## src/rtl/clock_pkg.sv

```systemverilog
// Shared state encodings and default cycle counts for the watch button front end.
package clock_pkg;

    typedef enum logic [1:0] {
        IDLE   = 2'd0,
        DELAY  = 2'd1,
        REPEAT = 2'd2
    } rep_state_t;

    typedef enum logic [1:0] {
        M_IDLE      = 2'd0,
        M_HELD      = 2'd1,
        M_LONG_DONE = 2'd2
    } mode_state_t;

    localparam int unsigned DEF_LONG_PRESS_CYC = 32'd200_000_000;
    localparam int unsigned DEF_HOLD_DELAY_CYC = 32'd50_000_000;
    localparam int unsigned DEF_REPEAT_CYC     = 32'd10_000_000;

    // Terminal counter value for a phase lasting n cycles.
    function automatic logic [31:0] last_cnt(input int unsigned n);
        return 32'(n - 32'd1);
    endfunction

endpackage

```

## src/rtl/key_repeat.sv

```systemverilog
// Press pulse plus auto-repeat for one add/sub button; suppress_i kills the pulse
// issued from the current sample without disturbing the FSM.
module key_repeat
    import clock_pkg::*;
#(
    parameter int unsigned HOLD_DELAY_CYC = DEF_HOLD_DELAY_CYC,
    parameter int unsigned REPEAT_CYC     = DEF_REPEAT_CYC
) (
    input  logic clock,
    input  logic reset,
    input  logic btn_i,
    input  logic suppress_i,
    output logic pulse_o
);

    localparam logic [31:0] HOLD_LAST   = last_cnt(HOLD_DELAY_CYC);
    localparam logic [31:0] REPEAT_LAST = last_cnt(REPEAT_CYC);

    rep_state_t  state_q, state_d;
    logic [31:0] cnt_q, cnt_d;
    logic        prev_q, prev_d;
    logic        pulse_q, pulse_d;
    logic        fire_s;

    // Next-state, counter and pulse decode; release takes priority over terminal count.
    always_comb begin
        state_d = state_q;
        cnt_d   = cnt_q;
        fire_s  = 1'b0;
        prev_d  = btn_i;
        case (state_q)
            IDLE: begin
                cnt_d = 32'd0;
                if (btn_i && !prev_q) begin
                    fire_s  = 1'b1;
                    state_d = DELAY;
                end else begin
                    state_d = IDLE;
                end
            end
            DELAY: begin
                if (!btn_i) begin
                    state_d = IDLE;
                    cnt_d   = 32'd0;
                end else if (cnt_q == HOLD_LAST) begin
                    fire_s  = 1'b1;
                    state_d = REPEAT;
                    cnt_d   = 32'd0;
                end else begin
                    cnt_d = cnt_q + 32'd1;
                end
            end
            REPEAT: begin
                if (!btn_i) begin
                    state_d = IDLE;
                    cnt_d   = 32'd0;
                end else if (cnt_q == REPEAT_LAST) begin
                    fire_s = 1'b1;
                    cnt_d  = 32'd0;
                end else begin
                    cnt_d = cnt_q + 32'd1;
                end
            end
            default: begin
                state_d = IDLE;
                cnt_d   = 32'd0;
            end
        endcase
        pulse_d = fire_s & ~suppress_i;
    end

    // State registers; previous level resets high so a held key is ignored.
    always_ff @(posedge clock or posedge reset) begin
        if (reset) begin
            state_q <= IDLE;
            cnt_q   <= 32'd0;
            prev_q  <= 1'b1;
            pulse_q <= 1'b0;
        end else begin
            state_q <= state_d;
            cnt_q   <= cnt_d;
            prev_q  <= prev_d;
            pulse_q <= pulse_d;
        end
    end

    assign pulse_o = pulse_q;

endmodule

```

## src/rtl/button_events.sv

```systemverilog
// Turns debounced mode/add/sub levels into single-cycle watch commands:
// mode short/long classification, add/sub press with auto-repeat and conflict masking.
module button_events
    import clock_pkg::*;
#(
    parameter int unsigned LONG_PRESS_CYC = DEF_LONG_PRESS_CYC,
    parameter int unsigned HOLD_DELAY_CYC = DEF_HOLD_DELAY_CYC,
    parameter int unsigned REPEAT_CYC     = DEF_REPEAT_CYC
) (
    input  logic clock,
    input  logic reset,
    input  logic mode_i,
    input  logic add_i,
    input  logic sub_i,
    output logic mode_short_o,
    output logic mode_long_o,
    output logic add_pulse_o,
    output logic sub_pulse_o
);

    localparam logic [31:0] LONG_LAST = last_cnt(LONG_PRESS_CYC);

    logic conflict_s;
    assign conflict_s = add_i & sub_i;

    key_repeat #(.HOLD_DELAY_CYC(HOLD_DELAY_CYC), .REPEAT_CYC(REPEAT_CYC)) u_add (
        .clock      (clock),
        .reset      (reset),
        .btn_i      (add_i),
        .suppress_i (conflict_s),
        .pulse_o    (add_pulse_o)
    );

    key_repeat #(.HOLD_DELAY_CYC(HOLD_DELAY_CYC), .REPEAT_CYC(REPEAT_CYC)) u_sub (
        .clock      (clock),
        .reset      (reset),
        .btn_i      (sub_i),
        .suppress_i (conflict_s),
        .pulse_o    (sub_pulse_o)
    );

    mode_state_t m_state_q, m_state_d;
    logic [31:0] m_cnt_q, m_cnt_d;
    logic        m_prev_q, m_prev_d;
    logic        short_q, short_d;
    logic        long_q, long_d;

    // Mode classifier: any release before the long pulse counts as short.
    always_comb begin
        m_state_d = m_state_q;
        m_cnt_d   = m_cnt_q;
        m_prev_d  = mode_i;
        short_d   = 1'b0;
        long_d    = 1'b0;
        case (m_state_q)
            M_IDLE: begin
                m_cnt_d = 32'd0;
                if (mode_i && !m_prev_q) begin
                    m_state_d = M_HELD;
                end else begin
                    m_state_d = M_IDLE;
                end
            end
            M_HELD: begin
                if (!mode_i) begin
                    short_d   = 1'b1;
                    m_state_d = M_IDLE;
                    m_cnt_d   = 32'd0;
                end else if (m_cnt_q == LONG_LAST) begin
                    long_d    = 1'b1;
                    m_state_d = M_LONG_DONE;
                    m_cnt_d   = 32'd0;
                end else begin
                    m_cnt_d = m_cnt_q + 32'd1;
                end
            end
            M_LONG_DONE: begin
                m_cnt_d = 32'd0;
                if (!mode_i) begin
                    m_state_d = M_IDLE;
                end else begin
                    m_state_d = M_LONG_DONE;
                end
            end
            default: begin
                m_state_d = M_IDLE;
                m_cnt_d   = 32'd0;
            end
        endcase
    end

    // Mode FSM and registered mode event outputs.
    always_ff @(posedge clock or posedge reset) begin
        if (reset) begin
            m_state_q <= M_IDLE;
            m_cnt_q   <= 32'd0;
            m_prev_q  <= 1'b1;
            short_q   <= 1'b0;
            long_q    <= 1'b0;
        end else begin
            m_state_q <= m_state_d;
            m_cnt_q   <= m_cnt_d;
            m_prev_q  <= m_prev_d;
            short_q   <= short_d;
            long_q    <= long_d;
        end
    end

    assign mode_short_o = short_q;
    assign mode_long_o  = long_q;

endmodule

```

## config.mk

```make
export PLATFORM = sky130hd
export DESIGN_NAME = button_events
export DESIGN_NICKNAME = d
export VERILOG_FILES = /design/src/rtl/clock_pkg.sv /design/src/rtl/key_repeat.sv /design/src/rtl/button_events.sv
export SDC_FILE = /design/constraint.sdc
export NUM_CORES = 1
export LEC_CHECK = 0
export BUFFER_PORTS_ARGS = -buffer_cell sky130_fd_sc_hd__buf_4
export CORE_MARGIN = 10
export CORE_UTILIZATION = 53
export CTS_BUF_LIST = sky130_fd_sc_hd__clkbuf_8
export DETAILED_ROUTE_END_ITERATION = 8
export PLACE_DENSITY = 0.69
export SLEW_MARGIN = 20
export SYNTH_ARGS = -nofsm -noshare
export SYNTH_HDL_FRONTEND = slang
export SYNTH_HIERARCHICAL = 1
export SYNTH_SLANG_ARGS = --single-unit
```

## constraint.sdc

```tcl
create_clock -name clock -period 2.7 [get_ports clock]
set_input_delay 0.27 -clock clock [delete_from_list [all_inputs] [get_ports clock]]
set_output_delay 0.27 -clock clock [all_outputs]
set_load 0.02 [all_outputs]
```

* Yosys cells after proc, flatten, opt, wreduce, memory -nomap -nowiden
Index checks and enable logic that the tools add are counted.
** Word-level totals
- Flip-flop bits (word level) :: 109
- Bits of input ports :: 5
- Output and inout port bits :: 4
- Word-level logic and storage cells :: 92
** Operators by class
- Add/sub/neg operators :: 3
- Eq/ne operators :: 16
- Muxes and demuxes :: 45
- Bitwise operators :: 4
- Reduce and logical (&&, ||, !) cells :: 11
** Operators by type and width (number)
- 2-to-1 mux 32 bit :: 11
- case mux 32 bit (2 select lines) :: 2
- adder 32 x 1 -> 32 bit, second input constant :: 3
- equality test 32 x 24 -> 1 bit, second input constant :: 2
- equality test 32 x 26 -> 1 bit, second input constant :: 2
- equality test 32 x 28 -> 1 bit, second input constant :: 1
- 2-to-1 mux 1 bit :: 18
- 2-to-1 mux 2 bit :: 9
- case mux 2 bit (3 select lines) :: 3
- equality test 2 x 1 -> 1 bit, second input constant :: 3
- equality test 2 bit, second input constant :: 3
- zero test 2 bit :: 3
- inequality test 3 x 2 -> 1 bit, second input constant :: 2
- case mux 1 bit (3 select lines) :: 2
- inequality test 2 bit, second input constant :: 2
- AND reduction 2 bit :: 2
- AND 1 bit :: 3
- logical AND 1 bit :: 3
- zero test 1 bit :: 3
- inequality test 3 bit, second input constant :: 1
- inverter 1 bit :: 1

* Depth between registers and ports, before layout
Gate-level depths: netlist of the first run.
- Depth after elaboration :: 5
- Depth in mapped cells :: 7
- Gate-level depth less buffers :: 6

* Hierarchy
The synthesis of the first run kept the hierarchy.
** Modules (own cells, without submodules)
- key_repeat :: times used 2, cells each 209, area an instance 2006.9 sq um, seq. area each 902.1 sq um
- button_events :: times used 1, cells each 189, area an instance 1895.6 sq um, seq. area each 927.1 sq um

* Worst setup path after synthesis of the first run
OpenSTA, ideal clock, no wires.
- Kind :: reg2reg
- Start :: register u_add.cnt_q[9]
- End :: register u_add.cnt_q[16]
- Library setup time :: 0.121 ns
- Data arrival time :: 1.781 ns
- Required time :: 2.579 ns
- Slack :: 0.798 ns
- Stages on the path, launching flop included :: 7
- Path buffers :: 1
- Clock period less this slack :: 1.902 ns
- Cells stage by stage :: dfrtp_1 -> nand4bb_1 -> or4_1 -> nor4_2 -> o22a_2 -> buf_2 -> nor2_1
** Between the ends
- Cells in the longest elaborated chain, start to end :: 4
- Elaborated cells on any way between the ends :: 8
- Those cells by class :: 1 x add/sub; 2 x eq/ne; 5 x mux
** RTL lines
- start, declared :: line key_repeat.sv:20 : logic [31:0] cnt_q, cnt_d;
- start signal, assigned :: line key_repeat.sv:81 : cnt_q <= cnt_d;
- adder 32 x 1 -> 32 bit, or another cell as far along :: line key_repeat.sv:50, key_repeat.sv:61
- 2-to-1 mux 32 bit, on equally long branches :: line key_repeat.sv:57, key_repeat.sv:45
- 2-to-1 mux 32 bit, on equally long branches :: line key_repeat.sv:54, key_repeat.sv:42
- case mux 32 bit (2 select lines) * :: line key_repeat.sv:31 : case (state_q)
- named net u_add.cnt_d[16] :: line key_repeat.sv:20
Mark *: on every way through the listed nets, which the timed path passes. The rest lies on a longest branch.
A chain may end at the register's enable or synchronous reset.

* Final worst setup path of the first run
- Start :: register u_add.cnt_q[9]
- End :: register u_add.cnt_q[31]
The elaborated chain is that of the path after synthesis.

==> results.ini, run 1 <==
[run_status]
status = finished clean

[logic_synthesis]
yosysSeqAreaShare_pct = 46.2
synth_nets = 628
synth-seq-cells = 109
syn_area_per_cell_um2 = 9.74
netlist_instances = 607
synth_area_um2 = 5910
synth_cell_type_count = 45
synth_warnings = 6

[layout]
antenna_cells = 0
layout.nets = 642
syn_to_final_growth_pct = 7.50
drive_gt1_share_pct = 10.4
final_cell_area_um2 = 6350

[setup_path]
crit_family = simple AND/OR/NAND/NOR gates
critPathLaunchType = register
critPathRequiredTime_ns = 2.96
crit_slowest_cell = or4_1
worst-setup-path-type = reg2reg
startpoint = u_add/cnt_q[9]
crit_cells = 6
reg2reg_from = u_add/cnt_q[9]
crit_chain = nand4bb_1 -> or4_1 -> nor4_2 -> o22a_2 -> buf_12 -> a21oi_1
cpPeakStageDelay_ns = 0.53
critPathMaxFanout = 17
critical_path.endpoint_type = register
crit_buf_inv = 1
worstPathArrival_ns = 2.55
r2r.worst_path.cells = 6

[timing]
finalCritPeriodShare_pct = 84.9
max-slew-margin-rel_pct = 48.6
finClkSkew_ns = 0.0131
finalHoldViolCount = 0
setup_tns_ns = 0
min_period_ns = 2.29
worstMarginPinSlew_ns = 0.768
max_freq_mhz = 436
finalSetupViolations = 0
rsz0062_at_grt = false
maxSlewViolCount = 0

[routing]
viasPerCell = 5.64
vias = 4323
drt_wl_total_um = 11500
firstDrtPassIters = 4
drt-initial-drc-count = 313
wl_per_cell_um = 15.1
ant_nets = 0
drc_errors = 0

[pwr]
power_density_nw_per_um2 = 437
ir_drop_uv = 428
leakage_nw = 2.42

[job]
maxCapViolCount = 0

[clock_tree]
clock_latency_ns = 0.39
clk_path_buf_depth = 2
cts_tree = built
clkTransAtPathRegs_ns = 0.10
cts_made_buffers = 9
cts_resized = 0
root_buffer = clkbuf_8
cts.sinks = 109
htree_levels = 3

[global_route]
grt_first_pass_wirelength_um = 20200
grt_pass1_vias = 4398
antenna_found_initial = 0
grt_max_degree = 37
grt_use_total_pct = 14.9
grt-ovfl-total = 0

[hold_path]
hold_path.class = in2reg
hold_path_depth = 1
hold_start = sub_i

[floorplanning]
core_um2 = 10900
rows = 38
dieWidth_um = 126
die_h_um = 126
dieArea_um2 = 15800
ios = 9
initial_core_util_pct = 54.3

[placed_design]
port-buffer-count = 8
routabilityCongestion = 0.873
dpl-instance-area_um2 = 6120
dp_hpwl_um = 8360

-- timing repair --
action,in CTS,in global routing
hold buffers,3,0
setup buffers,0,0
hold endpoints to repair,18,0
-- synth_stat cells (all sizes together) --
| cell type | number | area (um^2) |
|---|---|---|
| a2111oi | 1 | 8.76 |
| a211oi | 2 | 15.0 |
| a21o | 3 | 22.5 |
| a21oi | 10 | 50.1 |
| a41o | 1 | 10.0 |
| and2 | 4 | 25.0 |
| and3 | 12 | 75.1 |
| and4 | 6 | 52.6 |
| and4b | 2 | 20.0 |
| buf | 14 | 111 |
| clkbuf | 5 | 18.8 |
| dfrtp | 106 | 2650 |
| dfstp | 3 | 78.8 |
| ha | 16 | 200 |
| inv | 23 | 86.3 |
| mux2i | 5 | 50.1 |
| nand2 | 38 | 145 |
| nand3 | 49 | 245 |
| nand3b | 6 | 45.0 |
| nand4 | 30 | 200 |
| nand4bb | 2 | 22.5 |
| nor2 | 101 | 389 |
| nor2b | 2 | 12.5 |
| nor3 | 24 | 120 |
| nor3b | 1 | 12.5 |
| nor4 | 22 | 243 |
| nor4b | 5 | 56.3 |
| nor4bb | 2 | 20.0 |
| o21ai | 10 | 50.1 |
| o22a | 2 | 20.0 |
| or2 | 4 | 25.0 |
| or3 | 7 | 43.8 |
| or4 | 7 | 63.8 |
| xnor2 | 44 | 385 |
| xor2 | 38 | 333 |
-- metrics by stage --
stage	instances	utilization (%)	worst slack (ns)	hold slack, ns	total power, mW
6_report	766	58.3	0.407	0.0275	2.77
5_1_grt	766	58.3	0.250	0.00547	2.89
4_1_cts	766	58.3	0.404	0.000472	2.83
3_5_place_dp	747	56.2	0.430	0.167	1.82
3_3_place_gp	747	56.2	0.516	0.164	1.81
2_1_floorplan	607	-	0.798	0.274	1.77
-- cell type report --
cell class	instances	area, um^2
Fill cell	921	4540
Multi-Input combinational cell	456	2960
Sequential cell	109	2730
Timing Repair Buffer	22	198
Tap cell	140	175
Clock buffer	10	138
Inverter	23	86.3
Clock inverter	6	62.6
-- sequential cells by signal, summed over array words and instances, names as in the netlist --
name           count
m_cnt_q           32
u_add/cnt_q       32
u_sub/cnt_q       32
m_state_q          2
u_add/state_q      2
u_sub/state_q      2
m_prev_q           1
mode_long_o        1
mode_short_o       1
u_add/prev_q       1
u_add/pulse_o      1
u_sub/prev_q       1
u_sub/pulse_o      1
-- per-layer routing --
| metal | vias up | GRT usage [%] | part of all wire (%) |
|---|---|---|---|
| met2 | 52 | 25.0 | 50 |
| met5 | - | 0 | 0 |
| li1 | 2124 | - | - |
| met1 | 2131 | 17.9 | 46 |
| met4 | 0 | 5.89 | 1.5 |
| met3 | 16 | 3.76 | 3.0 |
-- cells in the final DEF (no fill, tap or decap), types with 10 or more instances in the layout --
master    instances
dfrtp_1         106
nor2_1           97
nand3_1          49
xnor2_1          44
xor2_1           38
nand2_1          37
nand4_1          28
inv_1            25
nor3_1           24
buf_4            17
ha_1             16
and3_1           12
nor4_2           12
clkbuf_8         10
a21oi_1          10
-- report_power, final --
group	internal (mW)	switching (mW)	total, mW
Combinational	0.0406	0.0854	0.126
Clock	0.453	0.539	0.991
Sequential	1.65	0.00963	1.66
Total	2.14	0.634	2.77
-- final timing paths --
| kind | to | slack, ns |
|---|---|---|
| worst max-delay path | u_add/cnt_q[31] | 0.41 |
| worst min-delay path | u_sub/prev_q | 0.03 |
| worst max register to register | u_add/cnt_q[31] | 0.41 |
| worst min register to register | m_cnt_q[0] | 0.50 |
| max in group asynchronous | u_sub/cnt_q[8] | 1.48 |
| min in group asynchronous | m_cnt_q[23] | 0.31 |
-- logic make-up (layout without fill, tap and decap cells) --
group	Yosys count	count (layout)	synth area share, %
adder cells (fa/ha/maj)	16	16	3.39
AND/OR/NAND/NOR	324	324	30.7
XOR/XNOR	82	82	12.2
flip-flops	109	109	46.2
buffers and inverters	42	61	3.66
AO/OA/AOI/OAI	29	29	2.99
multiplexers	5	5	0.847
No activity file was read; power rests on OpenSTA's default activity.
==> run 2: changes to the inputs <==
--- a/config.mk
+++ b/config.mk
@@ -10,7 +10,7 @@
 export CORE_UTILIZATION = 53
 export CTS_BUF_LIST = sky130_fd_sc_hd__clkbuf_8
 export DETAILED_ROUTE_END_ITERATION = 8
-export PLACE_DENSITY = 0.69
+export PLACE_DENSITY = 0.72
 export SLEW_MARGIN = 20
 export SYNTH_ARGS = -nofsm -noshare
 export SYNTH_HDL_FRONTEND = slang
==> constraint.sdc (replaced) <==
create_clock -name clock -period 2.1 [get_ports clock]
set_input_delay 0.21 -clock clock [delete_from_list [all_inputs] [get_ports clock]]
set_output_delay 0.21 -clock clock [all_outputs]
set_load 0.02 [all_outputs]
==> run 2 against run 1 <==
  * Combinational power increased by 31%
  * Register-to-register slack got worse by 0.32 ns
  * Sequential share of layout area decreased by 0.93 points
  * Total power increased by 24%
  * Maximum frequency increased by 14%
  * Worst setup slack got worse by 0.32 ns
  * Largest power group unchanged
  * Critical path depth unchanged
==> results.ini, run 2 (synthesized netlist as in run 1, its figures left out) <==
[run_status]
status = finished clean

[placed_design]
dp_hpwl_um = 8220  ; -1.7%
port-buffer-count = 8  ; unchanged
dp_cells = 765  ; +2.4%
routabilityCongestion = 0.857  ; -1.9%
dpl_worst_slack_ns = 0.0849  ; -0.345 ns
dpl-instance-area_um2 = 6270  ; +2.4%

[timing]
finalSetupViolations = 0  ; unchanged
max-slew-margin-rel_pct = 67.2  ; +19 points
finClkSkew_ns = 0.0112  ; -0.00193 ns
finalHoldViolCount = 0  ; unchanged
fin_hold_ws_ns = 0.491  ; +0.463 ns
setup_tns_ns = 0  ; unchanged
finalCritPeriodShare_pct = 95.7  ; +11 points
rsz0062_at_grt = false
max_freq_mhz = 497  ; +14%
worstMarginPinSlew_ns = 0.490  ; -0.278 ns
fin_ws_ns = 0.0899  ; -0.317 ns
min_period_ns = 2.01  ; -0.283 ns
maxSlewViolCount = 0  ; unchanged

[global_route]
grt_pass1_vias = 4451  ; +1.2%
antenna_found_initial = 0  ; unchanged
grt_first_pass_wirelength_um = 20700  ; +2.3%
grt_use_total_pct = 15.0  ; +0.13 points
grt-ovfl-total = 0  ; unchanged
grt_max_degree = 38  ; +2.7%

[clock_tree]
htree_levels = 3  ; unchanged
clock_latency_ns = 0.37  ; -0.02 ns
cts_made_buffers = 9  ; unchanged
cts_tree = built
clkTransAtPathRegs_ns = 0.10  ; about the same
root_buffer = clkbuf_8
clk_path_buf_depth = 2  ; unchanged
cts.sinks = 109  ; unchanged

[pwr]
leakage_nw = 2.51  ; +3.4%
p_clk_share_pct = 33.5  ; -2.2 points
power_density_nw_per_um2 = 531  ; +22%
power_mw = 3.45  ; +24%
seq_power_share_pct = 61.8  ; +2.1 points
swShare_pct = 24.3  ; +1.5 points
net-switching-power_mw = 0.839  ; +32%
ir_drop_uv = 469  ; +9.6%
comb_power_share_pct = 4.8  ; +0.3 points
p_int_mw = 2.61  ; +22%

[setup_path]
critPathRequiredTime_ns = 2.36  ; -0.60 ns
critical_path.endpoint_type = register
worst-setup-path-type = reg2reg
worstPathArrival_ns = 2.27  ; -0.28 ns
critPathMaxFanout = 32  ; +15
critPathLaunchType = register

[routing]
vias = 4406  ; +1.9%
drt_wl_total_um = 11600  ; +0.83%
firstDrtPassIters = 4  ; unchanged
drt-initial-drc-count = 338  ; +8.0%
viasPerCell = 5.61  ; -0.67%
wl_per_cell_um = 14.8  ; -1.7%
drc_errors = 0  ; unchanged
ant_nets = 0  ; unchanged

[floorplanning]
die_h_um = 126  ; unchanged
dieWidth_um = 126  ; unchanged
core_um2 = 10900  ; unchanged
ios = 9  ; unchanged
rows = 38  ; unchanged
initial_core_util_pct = 54.3  ; unchanged
dieArea_um2 = 15800  ; unchanged

[layout]
regArea_um2 = 2730  ; about the same
final_cell_area_um2 = 6490  ; +2.2%
syn_to_final_growth_pct = 9.91
n_fill_cell = 927  ; +0.65%
final_core_util_pct = 59.7  ; +1.3 points
final_cell_mix = 105 x dfrtp_1, 97 x nor2_1, 49 x nand3_1, 44 x xnor2_1, 38 x xor2_1
layout.nets = 662  ; +3.1%
layout_commonest_cell = dfrtp_1
multi_input_area_um2 = 2960  ; about the same
final_cells = 786  ; +2.6%
reg.largest.list = m_cnt_q: 32 flops, u_add/cnt_q: 32 flops, u_sub/cnt_q: 32 flops
drive_gt1_share_pct = 13.6  ; +3.2 points
antenna_cells = 0  ; unchanged

[hold_path]
hold_path.class = reg2reg

[job]
maxCapViolCount = 0  ; unchanged

## run 2: final timing paths
check                          startpoint         endpoint  slack (ns)  cells past startpoint
max                        u_sub/cnt_q[9]   u_sub/cnt_q[9]        0.09                      6
min                            m_cnt_q[0]       m_cnt_q[0]        0.49                      1
max reg2reg                u_sub/cnt_q[9]   u_sub/cnt_q[9]        0.09                      6
min reg2reg                    m_cnt_q[0]       m_cnt_q[0]        0.49                      1
max in group asynchronous           reset         m_prev_q        1.22                      4
min in group asynchronous           reset  u_sub/cnt_q[20]        0.52                      4
## run 2: timing repair
item | CTS | global route
endpoints found under the setup margin | 0 | 6
hold endpoints to repair | 109 | 0
resized for setup | 0 | 2
setup buffers | 0 | 1
hold buffers | 4 | 0
## run 2: power groups by stage
stage / logic (mW) / clock network, mW / registers (mW)
after floorplan: 0.105 / 0 / 2.17
after global placement: 0.156 / 0 / 2.17
after detailed placement: 0.164 / 0 / 2.17
after CTS: 0.171 / 1.20 / 2.13
after global routing: 0.190 / 1.28 / 2.13
final: 0.165 / 1.15 / 2.13
## run 2: layer usage
layer | GRT usage, % | share of wire, % | vias to the layer above
li1 | - | - | 2172
met1 | 19.5 | 48 | 2152
met2 | 24.7 | 49 | 73
met3 | 3.25 | 3.3 | 9
met4 | 4.27 | 0.52 | 0
met5 | 0 | 0 | -
## run 2: critical path, stage by stage, from the launching register on
cell and delay (ns):
dfrtp_2 0.47, nand4bb_1 0.20, or4_1 0.51, nor4_2 0.23
o22a_2 0.23, buf_12 0.18, nor2_1 0.07
## run 2: area by class of cell
type,count,area share [%]
multi-input cells,456,45.6
clock buffers,9,1.91
clock inverters,7,0.771
repair buffers,42,5.59
flip-flops and latches,109,42.1
inverters,23,1.33
well taps,140,2.70
